File: config.mk
export PLATFORM = sky130hd
export DESIGN_NAME = ctrl_pipe_flat
export DESIGN_NICKNAME = d
export VERILOG_FILES = /design/src/rtl/ctrl_pipe_pkg.sv /design/src/rtl/ctrl_pipe_if.sv /design/src/rtl/ctrl_pipe_fwd_unit.sv /design/src/rtl/ctrl_pipe.sv /design/src/flat_wrapper.sv
export SDC_FILE = /design/constraint.sdc
export NUM_CORES = 1
export LEC_CHECK = 0
export BUFFER_PORTS_ARGS = -buffer_cell sky130_fd_sc_hd__buf_2
export CAP_MARGIN = 40
export CORE_MARGIN = 4
export CORE_UTILIZATION = 49
export CTS_BUF_LIST = sky130_fd_sc_hd__clkbuf_4
export CTS_CLUSTER_SIZE = 30
export DETAILED_ROUTE_END_ITERATION = 12
export GPL_TIMING_DRIVEN = 0
export MAX_ROUTING_LAYER = met4
export PLACE_DENSITY = 0.78
export SLEW_MARGIN = 5
export SYNTH_ARGS = -nofsm -noshare
export SYNTH_HDL_FRONTEND = slang
export SYNTH_HIERARCHICAL = 1
export SYNTH_SLANG_ARGS = --single-unit
File: constraint.sdc
create_clock -name clk_i -period 1.48 [get_ports clk_i]
set_input_delay 0 -clock clk_i [delete_from_list [all_inputs] [get_ports clk_i]]
set_output_delay 0 -clock clk_i [all_outputs]
set_load 0.01 [all_outputs]
File: src/rtl/ctrl_pipe_pkg.sv
// Shared types and constants for the RV32 control pipeline: decoder bundle,
// per-stage retired subsets of it, and forwarding select encodings.
package ctrl_pipe_pkg;

  localparam int REG_AW_DEF = 5;

  typedef struct packed {
    logic       branch;
    logic       mem_read;
    logic       mem_to_reg;
    logic [1:0] alu_op;
    logic       mem_write;
    logic       alu_src;
    logic       reg_write;
  } ctrl_t;

  // Bundle once Branch has been consumed in ID.
  typedef struct packed {
    logic       mem_read;
    logic       mem_to_reg;
    logic [1:0] alu_op;
    logic       mem_write;
    logic       alu_src;
    logic       reg_write;
  } ex_ctrl_t;

  typedef struct packed {
    logic mem_read;
    logic mem_write;
    logic mem_to_reg;
    logic reg_write;
  } mem_ctrl_t;

  typedef struct packed {
    logic mem_to_reg;
    logic reg_write;
  } wb_ctrl_t;

  localparam ctrl_t    BUBBLE    = '0;
  localparam ex_ctrl_t EX_BUBBLE = '0;

  localparam logic [1:0] FWD_RF  = 2'b00;
  localparam logic [1:0] FWD_WB  = 2'b01;
  localparam logic [1:0] FWD_MEM = 2'b10;

endpackage

File: src/rtl/ctrl_pipe_if.sv
// Signal bundle between the ID decoder / EX-MEM-WB datapath and ctrl_pipe.
interface ctrl_pipe_if
  import ctrl_pipe_pkg::*;
#(
  parameter int REG_AW = REG_AW_DEF
);
  logic              Branch_i;
  logic              MemRead_i;
  logic              MemtoReg_i;
  logic              MemWrite_i;
  logic              ALUSrc_i;
  logic              RegWrite_i;
  logic [1:0]        ALUOp_i;
  logic [REG_AW-1:0] rs1_i;
  logic [REG_AW-1:0] rs2_i;
  logic [REG_AW-1:0] rd_i;
  logic              br_eq_i;

  logic [1:0]        ALUOp_ex_o;
  logic              ALUSrc_ex_o;
  logic              MemRead_mem_o;
  logic              MemWrite_mem_o;
  logic              RegWrite_wb_o;
  logic              MemtoReg_wb_o;
  logic [REG_AW-1:0] rd_wb_o;
  logic [1:0]        ForwardA_o;
  logic [1:0]        ForwardB_o;
  logic              stall_o;
  logic              flush_o;

  modport master (
    output Branch_i, MemRead_i, MemtoReg_i, MemWrite_i, ALUSrc_i, RegWrite_i,
           ALUOp_i, rs1_i, rs2_i, rd_i, br_eq_i,
    input  ALUOp_ex_o, ALUSrc_ex_o, MemRead_mem_o, MemWrite_mem_o,
           RegWrite_wb_o, MemtoReg_wb_o, rd_wb_o, ForwardA_o, ForwardB_o,
           stall_o, flush_o
  );

  modport slave (
    input  Branch_i, MemRead_i, MemtoReg_i, MemWrite_i, ALUSrc_i, RegWrite_i,
           ALUOp_i, rs1_i, rs2_i, rd_i, br_eq_i,
    output ALUOp_ex_o, ALUSrc_ex_o, MemRead_mem_o, MemWrite_mem_o,
           RegWrite_wb_o, MemtoReg_wb_o, rd_wb_o, ForwardA_o, ForwardB_o,
           stall_o, flush_o
  );

endinterface

File: src/rtl/ctrl_pipe_fwd_unit.sv
// EX-stage operand forwarding selects; EX/MEM result beats MEM/WB result.
module ctrl_pipe_fwd_unit
  import ctrl_pipe_pkg::*;
#(
  parameter int REG_AW   = REG_AW_DEF,
  parameter int ZERO_REG = 0
) (
  input  logic [REG_AW-1:0] rs1,
  input  logic [REG_AW-1:0] rs2,
  input  logic [REG_AW-1:0] ex_mem_rd,
  input  logic              ex_mem_reg_write,
  input  logic [REG_AW-1:0] mem_wb_rd,
  input  logic              mem_wb_reg_write,
  output logic [1:0]        forward_a,
  output logic [1:0]        forward_b
);

  localparam logic [REG_AW-1:0] ZERO_ADDR = REG_AW'(ZERO_REG);

  logic [1:0][REG_AW-1:0] src;
  logic [1:0][1:0]        sel;

  assign src = {rs2, rs1};

  generate
    for (genvar gi = 0; gi < 2; gi++) begin : g_src
      logic mem_hit;
      logic wb_hit;
      assign mem_hit = ex_mem_reg_write && (ex_mem_rd != ZERO_ADDR) && (ex_mem_rd == src[gi]);
      assign wb_hit  = mem_wb_reg_write && (mem_wb_rd != ZERO_ADDR) && (mem_wb_rd == src[gi]);
      assign sel[gi] = mem_hit ? FWD_MEM : (wb_hit ? FWD_WB : FWD_RF);
    end
  endgenerate

  assign forward_a = sel[0];
  assign forward_b = sel[1];

endmodule

File: src/rtl/ctrl_pipe.sv
// ID/EX, EX/MEM, MEM/WB control registers with load-use stall, branch flush
// and EX forwarding for a 5-stage RV32 pipeline.
module ctrl_pipe
  import ctrl_pipe_pkg::*;
#(
  parameter int REG_AW   = REG_AW_DEF,
  parameter int ZERO_REG = 0
) (
  input  logic        clk_i,
  input  logic        rst_i,
  ctrl_pipe_if.slave  bus
);

  localparam logic [REG_AW-1:0] ZERO_ADDR = REG_AW'(ZERO_REG);

  ex_ctrl_t          id_ex_ctrl_reg,  id_ex_ctrl_next;
  logic [REG_AW-1:0] id_ex_rd_reg,    id_ex_rd_next;
  logic [REG_AW-1:0] id_ex_rs1_reg,   id_ex_rs1_next;
  logic [REG_AW-1:0] id_ex_rs2_reg,   id_ex_rs2_next;
  mem_ctrl_t         ex_mem_ctrl_reg;
  logic [REG_AW-1:0] ex_mem_rd_reg;
  wb_ctrl_t          mem_wb_ctrl_reg;
  logic [REG_AW-1:0] mem_wb_rd_reg;

  logic stall;
  logic flush;

  always_comb begin
    stall = id_ex_ctrl_reg.mem_read && (id_ex_rd_reg != ZERO_ADDR) &&
            ((id_ex_rd_reg == bus.rs1_i) || (id_ex_rd_reg == bus.rs2_i));
    flush = bus.Branch_i && bus.br_eq_i && !stall;

    // A branch never writes a register or memory, whatever the decoder says.
    id_ex_ctrl_next = '{
      mem_read:   bus.MemRead_i,
      mem_to_reg: bus.MemtoReg_i,
      alu_op:     bus.ALUOp_i,
      mem_write:  bus.MemWrite_i && !bus.Branch_i,
      alu_src:    bus.ALUSrc_i,
      reg_write:  bus.RegWrite_i && !bus.Branch_i
    };
    id_ex_rd_next  = bus.rd_i;
    id_ex_rs1_next = bus.rs1_i;
    id_ex_rs2_next = bus.rs2_i;

    if (stall) begin
      id_ex_ctrl_next = EX_BUBBLE;
      id_ex_rd_next   = '0;
      id_ex_rs1_next  = '0;
      id_ex_rs2_next  = '0;
    end
  end

  always_ff @(posedge clk_i or posedge rst_i) begin
    if (rst_i) begin
      id_ex_ctrl_reg  <= EX_BUBBLE;
      id_ex_rd_reg    <= '0;
      id_ex_rs1_reg   <= '0;
      id_ex_rs2_reg   <= '0;
      ex_mem_ctrl_reg <= '0;
      ex_mem_rd_reg   <= '0;
      mem_wb_ctrl_reg <= '0;
      mem_wb_rd_reg   <= '0;
    end else begin
      id_ex_ctrl_reg  <= id_ex_ctrl_next;
      id_ex_rd_reg    <= id_ex_rd_next;
      id_ex_rs1_reg   <= id_ex_rs1_next;
      id_ex_rs2_reg   <= id_ex_rs2_next;
      ex_mem_ctrl_reg <= '{
        mem_read:   id_ex_ctrl_reg.mem_read,
        mem_write:  id_ex_ctrl_reg.mem_write,
        mem_to_reg: id_ex_ctrl_reg.mem_to_reg,
        reg_write:  id_ex_ctrl_reg.reg_write
      };
      ex_mem_rd_reg   <= id_ex_rd_reg;
      mem_wb_ctrl_reg <= '{
        mem_to_reg: ex_mem_ctrl_reg.mem_to_reg,
        reg_write:  ex_mem_ctrl_reg.reg_write
      };
      mem_wb_rd_reg   <= ex_mem_rd_reg;
    end
  end

  ctrl_pipe_fwd_unit #(
    .REG_AW   (REG_AW),
    .ZERO_REG (ZERO_REG)
  ) u_fwd (
    .rs1              (id_ex_rs1_reg),
    .rs2              (id_ex_rs2_reg),
    .ex_mem_rd        (ex_mem_rd_reg),
    .ex_mem_reg_write (ex_mem_ctrl_reg.reg_write),
    .mem_wb_rd        (mem_wb_rd_reg),
    .mem_wb_reg_write (mem_wb_ctrl_reg.reg_write),
    .forward_a        (bus.ForwardA_o),
    .forward_b        (bus.ForwardB_o)
  );

  assign bus.ALUOp_ex_o     = id_ex_ctrl_reg.alu_op;
  assign bus.ALUSrc_ex_o    = id_ex_ctrl_reg.alu_src;
  assign bus.MemRead_mem_o  = ex_mem_ctrl_reg.mem_read;
  assign bus.MemWrite_mem_o = ex_mem_ctrl_reg.mem_write;
  assign bus.RegWrite_wb_o  = mem_wb_ctrl_reg.reg_write;
  assign bus.MemtoReg_wb_o  = mem_wb_ctrl_reg.mem_to_reg;
  assign bus.rd_wb_o        = mem_wb_rd_reg;
  assign bus.stall_o        = stall;
  assign bus.flush_o        = flush;

endmodule

File: src/flat_wrapper.sv
// flat-port wrapper written by rule: the top's interface ports become plain ports
module ctrl_pipe_flat import ctrl_pipe_pkg::*;
#(
  parameter int REG_AW   = REG_AW_DEF,
  parameter int ZERO_REG = 0
)
  (clk_i, rst_i, bus_Branch_i, bus_MemRead_i, bus_MemtoReg_i, bus_MemWrite_i, bus_ALUSrc_i, bus_RegWrite_i, bus_ALUOp_i, bus_rs1_i, bus_rs2_i, bus_rd_i, bus_br_eq_i, bus_ALUOp_ex_o, bus_ALUSrc_ex_o, bus_MemRead_mem_o, bus_MemWrite_mem_o, bus_RegWrite_wb_o, bus_MemtoReg_wb_o, bus_rd_wb_o, bus_ForwardA_o, bus_ForwardB_o, bus_stall_o, bus_flush_o);
  ctrl_pipe_if #(.REG_AW(REG_AW)) bus_i ();
  input  logic clk_i;
  input  logic rst_i;
  input wire logic [$bits(bus_i.Branch_i)-1:0] bus_Branch_i;
  input wire logic [$bits(bus_i.MemRead_i)-1:0] bus_MemRead_i;
  input wire logic [$bits(bus_i.MemtoReg_i)-1:0] bus_MemtoReg_i;
  input wire logic [$bits(bus_i.MemWrite_i)-1:0] bus_MemWrite_i;
  input wire logic [$bits(bus_i.ALUSrc_i)-1:0] bus_ALUSrc_i;
  input wire logic [$bits(bus_i.RegWrite_i)-1:0] bus_RegWrite_i;
  input wire logic [$bits(bus_i.ALUOp_i)-1:0] bus_ALUOp_i;
  input wire logic [$bits(bus_i.rs1_i)-1:0] bus_rs1_i;
  input wire logic [$bits(bus_i.rs2_i)-1:0] bus_rs2_i;
  input wire logic [$bits(bus_i.rd_i)-1:0] bus_rd_i;
  input wire logic [$bits(bus_i.br_eq_i)-1:0] bus_br_eq_i;
  output wire logic [$bits(bus_i.ALUOp_ex_o)-1:0] bus_ALUOp_ex_o;
  output wire logic [$bits(bus_i.ALUSrc_ex_o)-1:0] bus_ALUSrc_ex_o;
  output wire logic [$bits(bus_i.MemRead_mem_o)-1:0] bus_MemRead_mem_o;
  output wire logic [$bits(bus_i.MemWrite_mem_o)-1:0] bus_MemWrite_mem_o;
  output wire logic [$bits(bus_i.RegWrite_wb_o)-1:0] bus_RegWrite_wb_o;
  output wire logic [$bits(bus_i.MemtoReg_wb_o)-1:0] bus_MemtoReg_wb_o;
  output wire logic [$bits(bus_i.rd_wb_o)-1:0] bus_rd_wb_o;
  output wire logic [$bits(bus_i.ForwardA_o)-1:0] bus_ForwardA_o;
  output wire logic [$bits(bus_i.ForwardB_o)-1:0] bus_ForwardB_o;
  output wire logic [$bits(bus_i.stall_o)-1:0] bus_stall_o;
  output wire logic [$bits(bus_i.flush_o)-1:0] bus_flush_o;
  assign bus_i.Branch_i = bus_Branch_i;
  assign bus_i.MemRead_i = bus_MemRead_i;
  assign bus_i.MemtoReg_i = bus_MemtoReg_i;
  assign bus_i.MemWrite_i = bus_MemWrite_i;
  assign bus_i.ALUSrc_i = bus_ALUSrc_i;
  assign bus_i.RegWrite_i = bus_RegWrite_i;
  assign bus_i.ALUOp_i = bus_ALUOp_i;
  assign bus_i.rs1_i = bus_rs1_i;
  assign bus_i.rs2_i = bus_rs2_i;
  assign bus_i.rd_i = bus_rd_i;
  assign bus_i.br_eq_i = bus_br_eq_i;
  assign bus_ALUOp_ex_o = bus_i.ALUOp_ex_o;
  assign bus_ALUSrc_ex_o = bus_i.ALUSrc_ex_o;
  assign bus_MemRead_mem_o = bus_i.MemRead_mem_o;
  assign bus_MemWrite_mem_o = bus_i.MemWrite_mem_o;
  assign bus_RegWrite_wb_o = bus_i.RegWrite_wb_o;
  assign bus_MemtoReg_wb_o = bus_i.MemtoReg_wb_o;
  assign bus_rd_wb_o = bus_i.rd_wb_o;
  assign bus_ForwardA_o = bus_i.ForwardA_o;
  assign bus_ForwardB_o = bus_i.ForwardB_o;
  assign bus_stall_o = bus_i.stall_o;
  assign bus_flush_o = bus_i.flush_o;
  ctrl_pipe #(.REG_AW(REG_AW), .ZERO_REG(ZERO_REG)) u_core (.clk_i(clk_i), .rst_i(rst_i), .bus(bus_i));
endmodule
Word level (Yosys, flattened, before mapping)
Cells that the tools add are included.

Equality and inequality tests: 6. Mux-type cells: 8. Reductions and logical operators: 18.

Operator list (number): equality test 5 bit (6); two-way mux 5 bit (3); nonzero test 5 bit (3); logical AND 1 bit (12); two-way mux 7 bit (1); two-way mux 2 bit (2); zero test 1 bit (2); two-way mux 1 bit (2); logical OR 1 bit (1).

Bits in registers: 38. Input bits: 26. Output and inout bits: 18.

Depth between registers and ports, before layout
Gate-level depths: netlist (run 1).

Depth after elaboration: 5. Depth in mapped cells: 5.

By module
The synthesis (run 1) kept the hierarchy.

Modules (own cells, without submodules): ctrl_pipe (times used 1, cells an instance 89, area an instance 1393.8 sq um, sequential area each 950.9 sq um); ctrl_pipe_fwd_unit (times used 1, cells an instance 36, area an instance 285.3 sq um, sequential area each 0.0 sq um).

Least setup slack after synthesis (run 1)
OpenSTA, ideal clock, no wires.

Kind: register -> output. From: register u_core.ex_mem_rd_reg[1]. To: output port bus_ForwardA_o[0]. Data arrival time: 1.504 ns. Data required time: 1.480 ns. Setup slack: -0.024 ns. Cell stages (with the launch flop): 5. Buffers on the path: 0. Cell sequence: dfrtp_1 -> or4_1 -> o21ai_2 -> nor4_1 -> nor4_2.

Word-level cells in the longest chain between the ends: 4.

RTL lines: start: declaration (line ctrl_pipe.sv:21) `logic [REG_AW-1:0] ex_mem_rd_reg;`; start signal: assignment (line ctrl_pipe.sv:75) `ex_mem_rd_reg <= id_ex_rd_reg;`; nonzero test 5 bit (line ctrl_pipe_fwd_unit.sv:29) `assign mem_hit = ex_mem_reg_write && (ex_mem_rd != ZERO_ADDR) && (ex_mem_rd == src[gi]);`; logical AND 1 bit (line ctrl_pipe_fwd_unit.sv:29); logical AND 1 bit * (line ctrl_pipe_fwd_unit.sv:29); named net u_core.u_fwd.g_src[0].mem_hit (line ctrl_pipe_fwd_unit.sv:27) `logic mem_hit;`; two-way mux 2 bit * (line ctrl_pipe_fwd_unit.sv:31) `assign sel[gi] = mem_hit ? FWD_MEM : (wb_hit ? FWD_WB : FWD_RF);`; end: declaration (line flat_wrapper.sv:29) `output wire logic [$bits(bus_i.ForwardA_o)-1:0] bus_ForwardA_o;`.

Mark *: on every way through the listed nets, which the timed path passes. The rest lies on a longest branch.

Worst setup path after layout (run 1)
From: register u_core.id_ex_rd_reg[3]. To: output port bus_flush_o.

Word-level cells in the longest chain between the ends: 5.

RTL lines: start: declaration (line ctrl_pipe.sv:17) `logic [REG_AW-1:0] id_ex_rd_reg, id_ex_rd_next;`; start signal: assignment (line ctrl_pipe.sv:66) `id_ex_rd_reg <= id_ex_rd_next;`; equality test 5 bit or nonzero test 5 bit (tied branches) (line ctrl_pipe.sv:30, ctrl_pipe.sv:29); logical OR 1 bit or logical AND 1 bit (tied branches) (line ctrl_pipe.sv:30, ctrl_pipe.sv:29); logical AND 1 bit * (line ctrl_pipe.sv:29) `stall = id_ex_ctrl_reg.mem_read && (id_ex_rd_reg != ZERO_ADDR) &&`; zero test 1 bit * (line ctrl_pipe.sv:31) `flush = bus.Branch_i && bus.br_eq_i && !stall;`; logical AND 1 bit * (line ctrl_pipe.sv:31); end: declaration (line flat_wrapper.sv:32) `output wire logic [$bits(bus_i.flush_o)-1:0] bus_flush_o;`.

Every way passes the cells marked *; elsewhere a longest branch is shown, timed or not.

==> results of run 1 <==
==> cell type report <==
type                            count  area [um2]
Sequential cell                    38         951
Multi-Input combinational cell     78         733
Fill cell                         175         693
Timing Repair Buffer               77         616
Buffer                              7        60.1
Tap cell                           44        55.1
Clock buffer                        5        37.5
Clock inverter                      1        3.75
Inverter                            1        3.75
==> power groups by stage <==
stage	logic [uW]	clock network, uW	registers, uW
finish	487	487	1170
CTS	419	490	1170
detailed placement	334	0	1200
global route	522	544	1180
floorplan	219	0	1190
global placement	312	0	1190
==> cell usage in the layout (no fill, tap or decap), types with 2 or more instances in the layout <==
cell / count
a21boi_2: 17
buf_2: 41
nand2_1: 5
dlygate4sd3_1: 25
buf_12: 2
a21oi_2: 3
dfrtp_1: 38
nand3_1: 4
buf_6: 4
nand4_1: 2
or4_4: 2
nand2b_1: 2
xnor2_1: 24
clkbuf_4: 5
a21boi_0: 3
buf_4: 9
xnor2_2: 2
xor2_1: 4
nor4_2: 3
==> stage by stage <==
step           instances  cell area (um2)   util  power, uW  TNS [ps]
3_5_place_dp         213             1980  0.627       1530     -3280
3_3_place_gp         212             1950  0.618       1500     -2150
4_1_cts              248             2350  0.745       2080     -6510
5_1_grt              251             2460  0.780       2250     -8780
6_report             251             2460  0.780       2150     -7470
2_1_floorplan        125             1680      -       1410     -27.5
==> worst max-delay path, stage by stage, from the launching register on <==
cell	delay (ps)
dfrtp_1	470
xnor2_1	220
nand3_1	180
o22ai_4	280
buf_4	260
a21oi_2	70
buf_2	130
==> cell families (layout without fill, tap and decap cells) <==
| family | Yosys count | count (layout) | share of synthesized area |
|---|---|---|---|
| compound gates | 26 | 26 | 0.157 |
| flops | 38 | 38 | 0.566 |
| buf+inv | 9 | 91 | 0.0395 |
| simple gates | 22 | 22 | 0.0805 |
| xor+xnor | 30 | 30 | 0.156 |
==> layer usage <==
metal | up-vias | routed length (um)
met5 | - | 0
met4 | 0 | 165
met3 | 14 | 201
met2 | 39 | 2120
met1 | 605 | 1560
li1 | 584 | -
==> final timing paths <==
kind	to	slack, ps	cells after the start
setup / recovery	bus_flush_o	-490	6
hold / removal	u_core/id_ex_rs2_reg[0]	280	3
setup reg to reg	u_core/id_ex_rs2_reg[1]	-350	6
hold reg to reg	u_core/bus.MemtoReg_wb_o	360	0
max in group asynchronous	u_core/id_ex_rs1_reg[0]	640	4
min in group clk_i	u_core/id_ex_rd_reg[4]	280	5
==> timing repair <==
item	4_1_cts	5_1_grt
hold buffers	25	0
pin swaps	8	6
hold endpoints to repair	37	0
gates cloned	0	1
setup buffers	5	2
resized for setup	10	14
setup endpoints to repair	28	28
==> metrics, run 1 <==
final antenna-violating net count=0; via count=1242; Max Buffers Root-to-Sink=2; Post-synth EDFFs=0; CP endpoint kind=output port; routed len/inst=16.1 um; grt met2 use=0.358; worst skew pair latency=350 ps; failing checks=setup timing; final net count=234; antenna violations before repair=0; top cells by area, synth=dfrtp_1, xnor2_1, a21boi_2, xor2_1, buf_4; crit-path max FO=10; sequential share of the synthesized area=0.566; Netlist cell types=22; # setup viols final=28; Net Switching=610 uW; GRT Max-Usage Layer=met2; IO Pins=44; number of CTS-inserted buffers=5; syn nets=around 150; Hold Worst Slack=280 ps; DR DRC count=0; Fin. Hold Viols=0; Switching Fraction=0.284; post-synth top area share=0.566; CP Class=reg -> out; Internal=approximately 1500 uW; Post-synth top cells=dfrtp_1, xnor2_1, a21boi_2, nand2_1; Async S/R FF share, synth=1.00; antenna diode count=0; Final Wtd Congestion=about 0.88; PD cells=873 nW/um2; RSZ-0062 raised after global routing=yes; synth-to-layout area growth=46.5%; aggregate global-route resource usage=0.209; Post-Syn Instances=125; starting density of the core=0.533; clock slew at reported path FFs=between 100 and 150 ps; Worst Setup SP=u_core/id_ex_rd_reg[3]; clock tree root driver cell=clkbuf_4; synthesis-stage register bit count=38; Critical Path RT=1480 ps; Peak VDD IR=~0.6 mV; clock power share=0.227; pre-CTS setup slack=-171 ps; status=finished with violations; Primary FF master, synth=dfrtp_1; YS warnings=6; H-tree depth=2; post-route clock period utilization=1.33; Slew HR=0.543; grt met1 use=0.222; CP Data Arrival Time=1970 ps; GRT met3 Usage=0.0556; leakage power=0.00108 uW; DIE HEIGHT=66.5 um; Fmax achieved=between 500 and 600 MHz; Core Rows=20; Max Cap Violations=0; first-pass GRT wire length=6540 um; post-route setup slack=-488 ps; TritonRoute pass-1 iters=4; grt ovf=0; reg2reg start=u_core/id_ex_rd_reg[4]; largest net degree at the start of global routing=24; Gate power share=0.226; Via density=4.95; Period minus WS final=1970 ps; Avg Cell Area, Syn=about 13 um2; die width=between 60 and 70 um; Reg power frac=0.547; largest area contributor in the netlist=dfrtp_1; overall routed net length=around 4100 um; CTS tree=built; die area=4430 um2; count leader, synth=dfrtp_1; worst min path class=in -> async; worst-margin pin slew=685 ps; layout cells sized above 1=0.464; I/O Buffers=43; final max-slew violation count=0; synthesized area=1680 um2; DR iter-0 viols=39; skew final=13.1 ps; Detail Placement HPWL=2450 um; total core area=3150 um2; clk sinks=38; critical path launch point type=register; vias in the first global route=1410
No activity file was read; power rests on OpenSTA's default activity.
==> inputs of run 2 (changes only) <==
--- a/config.mk
+++ b/config.mk
@@ -14,7 +14,7 @@
 export DETAILED_ROUTE_END_ITERATION = 12
 export GPL_TIMING_DRIVEN = 0
 export MAX_ROUTING_LAYER = met4
-export PLACE_DENSITY = 0.78
+export PLACE_DENSITY = 0.85
 export SLEW_MARGIN = 5
 export SYNTH_ARGS = -nofsm -noshare
 export SYNTH_HDL_FRONTEND = slang
==> run 2 against run 1 <==
  * Largest cell class unchanged
  * The flow still finishes with violations (setup timing)
  * Final area increased by 4.1%
  * Non-clock buffer count increased by 6
  * Sequential share of layout area decreased by 1.5 points
==> metrics, run 2 (synthesis results as in run 1) <==
Slew HR=0.737 (+0.194); die width=66.5 um (unchanged); Fin. Hold Viols=0 (unchanged); aggregate global-route resource usage=0.220 (+0.0107); largest net degree at the start of global routing=17 (-29%); Period minus WS final=2060 ps (+90.6 ps); Switching Fraction=0.269 (-0.0149); critical path launch point type=register; H-tree depth=2 (unchanged); Fill cells=167 (-4.6%); post-route setup slack=-578 ps (-90.6 ps); FF/Latch Area=951 um2 (unchanged); Fmax achieved=486 MHz (-4.4%); clock slew at reported path FFs=130 ps (+20 ps); DIE HEIGHT=66.5 um (unchanged); # setup viols final=28 (unchanged); clock tree root driver cell=clkbuf_4; clock power share=0.349 (+0.122); post-route clock period utilization=1.39 (+0.0612); first-pass GRT wire length=6760 um (+3.3%); worst skew pair latency=380 ps (+30 ps); Final Wtd Congestion=0.876 (-0.39%); I/O Buffers=43 (unchanged); layout cells sized above 1=0.498 (+0.0339); total power=2620 uW (+22%); grt ovf=0 (unchanged); CP top delay family=flip-flops; leakage power=0.00113 uW (+5.2%); multi-input logic area=747 um2 (+1.9%); Bufs and invs on worst path=2 (unchanged); clk sinks=38 (unchanged); Worst path max stage delay=470 ps (about the same); Max Cap Violations=0 (unchanged); overall routed net length=5220 um (+29%); failing checks=setup timing; Via density=5.12 (+3.4%); pre-CTS setup slack=-213 ps (-41.9 ps); Max Buffers Root-to-Sink=2 (unchanged); synth-to-layout area growth=52.5%; RSZ-0062 raised after global routing=yes; final max-slew violation count=0 (unchanged); antenna violations before repair=0 (unchanged); final net count=240 (+2.6%); via count=1325 (+6.7%); crit-path max FO=10 (unchanged); status=finished with violations; Worst path slowest cell=dfrtp_1; Critical Path RT=1480 ps (about the same); DR DRC count=0 (unchanged); die area=4430 um2 (unchanged); antenna diode count=0 (unchanged); worst path cell trace=xnor2_1 > nand3_1 > o22ai_4 > buf_6 > a21oi_2 > buf_2; most frequent cells in the layout=buf_2, dfrtp_1, dlygate4sd3_1, xnor2_1, a21boi_2; vias in the first global route=1417 (+0.50%); TritonRoute pass-1 iters=4 (unchanged); Reg power frac=0.450 (-0.097); Net Switching=704 uW (+15%); final antenna-violating net count=0 (unchanged); CP Class=reg -> out; IO Pins=44 (unchanged); post-layout util=0.812 (+0.0321); starting density of the core=0.533 (unchanged); Internal=1910 uW (+24%); worst min path class=in -> async; total core area=3150 um2 (unchanged); PD cells=1020 nW/um2 (+17%); DR iter-0 viols=54 (+38%); skew final=14.8 ps (+1.69 ps); Peak VDD IR=1.05 mV (+77%); CP Data Arrival Time=2060 ps (+90 ps); Detail Placement HPWL=2460 um (+0.32%); CP endpoint kind=output port; Gate power share=0.201 (-0.025); leading cell type in the layout, fill and taps excluded=buf_2; worst-margin pin slew=394 ps (-291 ps); CTS tree=built; number of CTS-inserted buffers=5 (unchanged); routed len/inst=20.1 um (+25%); Core Rows=20 (unchanged)
## run 2: worst reg2reg max path, stage by stage (launching register included)
cell and delay (ps):
dfrtp_1 480, or4_4 540, o21a_4 230, buf_4 140
buf_6 130, buf_16 140, a21boi_4 170
## run 2: stage by stage
step                hold slack [ps]  setup TNS [ps]  instance area, um2  cells
global placement                238           -2260                1950    212
detailed placement            -1.10           -3910                1980    214
finish                          144           -9950                2560    259
CTS                             151           -7470                2490    255
global route                    156          -10660                2560    259
floorplan                      93.6           -27.5                1680    125
## run 2: final cells by class
class,instances,share of cell area
Buffer,8,0.0298
Clock buffer,5,0.0147
Clock inverter,3,0.0269
Inverter,1,0.00147
Multi-Input combinational cell,78,0.292
Sequential cell,38,0.371
Tap cell,44,0.0215
Timing Repair Buffer,82,0.243
## run 2: what timing repair did
action	CTS	global route
cloned	1	0
hold buffers	25	0
hold endpoints to repair	46	0
gates resized for setup	15	11
endpoints found under the setup margin	28	28
setup buffers	7	5
pin swaps	8	8
## run 2: path summary, 6_finish.rpt
check / slack (ps) / to / from / depth (start not counted)
min reg2reg: 370 / u_core/bus.MemWrite_mem_o / u_core/id_ex_ctrl_reg[2] / 0
max reg2reg: -430 / u_core/id_ex_rs2_reg[2] / u_core/id_ex_rd_reg[4] / 6
max in group asynchronous: 720 / u_core/id_ex_ctrl_reg[6] / rst_i / 5
max: -580 / bus_flush_o / u_core/id_ex_rd_reg[2] / 6
min: 140 / u_core/bus.rd_wb_o[4] / rst_i / 3
min in group clk_i: 220 / u_core/id_ex_rd_reg[4] / bus_rs1_i[1] / 5
## run 2: power groups by stage
stage,logic [uW],registers (uW),clock network [uW]
after floorplan,219,1190,0
after global placement,312,1190,0
after detailed placement,331,1200,0
after CTS,451,1170,888
after global routing,550,1190,989
final,526,1180,912
## run 2: per-layer routing
layer  GRT usage  vias up  share of wire
li1            -      603              -
met1       0.247      653           0.40
met2       0.345       54           0.50
met3      0.0658       15          0.059
met4       0.132        0          0.037
met5           -        -              0
==> inputs of run 3 (changes only) <==
--- a/config.mk
+++ b/config.mk
@@ -5,6 +5,7 @@
 export SDC_FILE = /design/constraint.sdc
 export NUM_CORES = 1
 export LEC_CHECK = 0
+export ABC_AREA = 1
 export BUFFER_PORTS_ARGS = -buffer_cell sky130_fd_sc_hd__buf_2
 export CAP_MARGIN = 40
 export CORE_MARGIN = 4
@@ -14,7 +15,7 @@
 export DETAILED_ROUTE_END_ITERATION = 12
 export GPL_TIMING_DRIVEN = 0
 export MAX_ROUTING_LAYER = met4
-export PLACE_DENSITY = 0.85
+export PLACE_DENSITY = 0.84
 export SLEW_MARGIN = 5
 export SYNTH_ARGS = -nofsm -noshare
 export SYNTH_HDL_FRONTEND = slang
==> run 3 against run 2 <==
  * The flow still finishes with violations (setup timing)
  * Largest cell class unchanged
  * Register-to-register slack better by 440 ps
  * Area after synthesis is 6.6% higher
  * Utilization is 2.8 points lower
  * Via count is 26% higher
  * Sequential power hardly changed
  * Wire length is 13% lower
  * Power is 1.6% lower
  * Highest routed layer unchanged
  * Final area is 5.4% higher
  * Combinational power is 2% lower
  * Clock power is 3.5% lower
==> metrics, run 3 <==
clock tree root driver cell=clkbuf_4; Core Rows=21 (+5.0%); final antenna-violating net count=0 (unchanged); layout cells sized above 1=0.365 (-0.133); Async S/R FF share, synth=1.00 (unchanged); PD cells=953 nW/um2 (-6.6%); worst skew pair latency=360 ps (-20 ps); TritonRoute pass-1 iters=4 (unchanged); sequential share of the synthesized area=0.531 (-0.0349); I/O Buffers=43 (unchanged); worst-margin pin slew=617 ps (+223 ps); CP Class=reg -> out; Worst path max stage delay=410 ps (-60 ps); post-route setup slack=-158 ps (+420 ps); clk sinks=38 (unchanged); FF/Latch Area=955 um2 (+0.39%); overall routed net length=4560 um (-13%); antenna violations before repair=0 (unchanged); count leader, synth=nand2_1; Gate power share=0.201 (about the same); starting density of the core=0.520 (-0.0127); post-synth top area share=0.531 (-0.0349); DR DRC count=0 (unchanged); syn nets=243 (+61%); largest area contributor in the netlist=dfrtp_1; die area=4680 um2 (+5.7%); Post-synth top cells=nand2_1, inv_1, dfrtp_1, a21oi_1, nor2_1; CTS tree=built; IO Pins=44 (unchanged); DIE HEIGHT=68.4 um (+2.8%); final net count=335 (+40%); crit-path max FO=3 (-7); antenna diode count=0 (unchanged); Slew HR=0.588 (-0.149); Netlist cell types=17 (-23%); Net Switching=673 uW (-4.4%); Fin. Hold Viols=0 (unchanged); Via density=4.69 (-8.4%); top cells by area, synth=dfrtp_1, nand2_1, inv_1, a21oi_1, nor2_1; RSZ-0062 raised after global routing=yes; worst path cell trace=buf_4 > nand2_1 > nand2_1 > nor2_2 > nand3_2 > nand2_2 > buf_6 > a21oi_2 > buf_2; Internal=1900 uW (-0.60%); Post-Syn Instances=217 (+74%); leakage power=0.00147 uW (+30%); vias in the first global route=1566 (+11%); Peak VDD IR=0.658 mV (-38%); DR iter-0 viols=75 (+39%); most frequent cells in the layout=nand2_1, buf_2, inv_1, dfrtp_1, dlygate4sd3_1; Critical Path RT=1480 ps (about the same); multi-input logic area=686 um2 (-8.2%); via count=1668 (+26%); post-route clock period utilization=1.11 (-0.284); post-layout util=0.784 (-0.0282); YS warnings=6 (unchanged); Max Buffers Root-to-Sink=2 (unchanged); H-tree depth=2 (unchanged); status=finished with violations; skew final=6.94 ps (-7.88 ps); Max Cap Violations=0 (unchanged); Final Wtd Congestion=0.852 (-2.7%); number of CTS-inserted buffers=5 (unchanged); Fmax achieved=610 MHz (+26%); Worst path slowest cell=dfrtp_1; Fill cells=213 (+28%); routed len/inst=12.8 um (-36%); clock slew at reported path FFs=120 ps (about the same); Avg Cell Area, Syn=8.25 um2 (-39%); Detail Placement HPWL=2590 um (+5.6%); first-pass GRT wire length=6690 um (-0.92%); CP endpoint kind=output port; Reg power frac=0.457 (+0.007); aggregate global-route resource usage=0.206 (-0.0142); Period minus WS final=1640 ps (-420 ps); failing checks=setup timing; leading cell type in the layout, fill and taps excluded=nand2_1; setup TNS=-342 ps (+9610 ps); Switching Fraction=0.262 (-0.00763); die width=68.4 um (+2.8%); synthesis-stage register bit count=38 (unchanged); CP dominant cell by count=nand2_1; critical path launch point type=register; final max-slew violation count=0 (unchanged); synth-to-layout area growth=50.8%; grt ovf=0 (unchanged); total core area=3440 um2 (+9.2%); # setup viols final=4 (-86%); clock power share=0.342 (-0.007); synthesized area=1790 um2 (+6.6%); largest net degree at the start of global routing=25 (+8); CP Data Arrival Time=1640 ps (-420 ps); Primary FF master, synth=dfrtp_1; worst min path class=in -> async; Post-synth EDFFs=0 (unchanged)
run 3: cell type report:
class	instances	area share
clock inverter	3	0.0255
timing repair buffer	86	0.244
sequential	38	0.354
clock buffer	5	0.0139
tap	46	0.0213
multi-input combinational	127	0.254
buffer	7	0.0264
inverter	44	0.0612
run 3: stage by stage:
stage	total power (uW)	instances	hold WS [ps]	worst slack, ps	instance area [um2]
finish	2570	356	247	-158	2700
global placement	1520	306	208	191	2060
CTS	2500	350	267	-88.8	2560
global route	2690	356	293	-257	2700
floorplan	1410	217	90.9	341	1790
detailed placement	1540	307	99.4	156	2090
run 3: cell families (layout without fill, tap and decap cells):
kind of cell	after synthesis	count (layout)	share of synthesized area
simple gates	89	89	0.201
buf+inv	52	145	0.134
flops	38	38	0.531
compound gates	26	26	0.0748
xor+xnor	12	12	0.0587
run 3: worst max-delay path, delay by kind of cell, from the launching register on:
kind                   cells  cell delay, ps
buffers and inverters      3             370
and+or+nand+nor            5             450
AOI/OAI and AO/OA          1              40
DFF                        1             410
run 3: final timing paths:
check,start,end,slack (ps),depth (start not counted)
min in group clk_i,bus_br_eq_i,bus_flush_o,330,4
worst max-delay path,u_core/id_ex_rd_reg[2],bus_flush_o,-160,9
worst min-delay path,rst_i,u_core/ex_mem_ctrl_reg[0],250,3
max in group asynchronous,rst_i,u_core/ex_mem_rd_reg[2],690,4
worst max register to register,u_core/id_ex_rd_reg[2],u_core/id_ex_ctrl_reg[2],10,9
worst min register to register,u_core/id_ex_ctrl_reg[0],u_core/ex_mem_ctrl_reg[0],360,0
run 3: power by group through the flow:
stage | combinational (uW) | sequential, uW | clock, uW
after floorplan | 228 | 1190 | 0
after global placement | 331 | 1190 | 0
after detailed placement | 351 | 1190 | 0
after CTS | 445 | 1170 | 887
after global routing | 570 | 1180 | 932
final | 518 | 1170 | 880
run 3: what timing repair did:
| item | 4_1_cts | 5_1_grt |
|---|---|---|
| endpoints found under the hold margin | 36 | 0 |
| hold buffers | 25 | 0 |
| buffers inserted | 10 | 7 |
| pin swaps | 11 | 26 |
| gates cloned | 0 | 1 |
| gates resized for setup | 14 | 26 |
| setup endpoints to repair | 4 | 14 |
run 3: per-layer routing:
metal	track usage	wire, um	vias up
met2	0.361	2530	51
met3	0.0345	234	12
met1	0.215	1680	777
met5	-	0	-
met4	0.119	121	0
li1	-	-	828
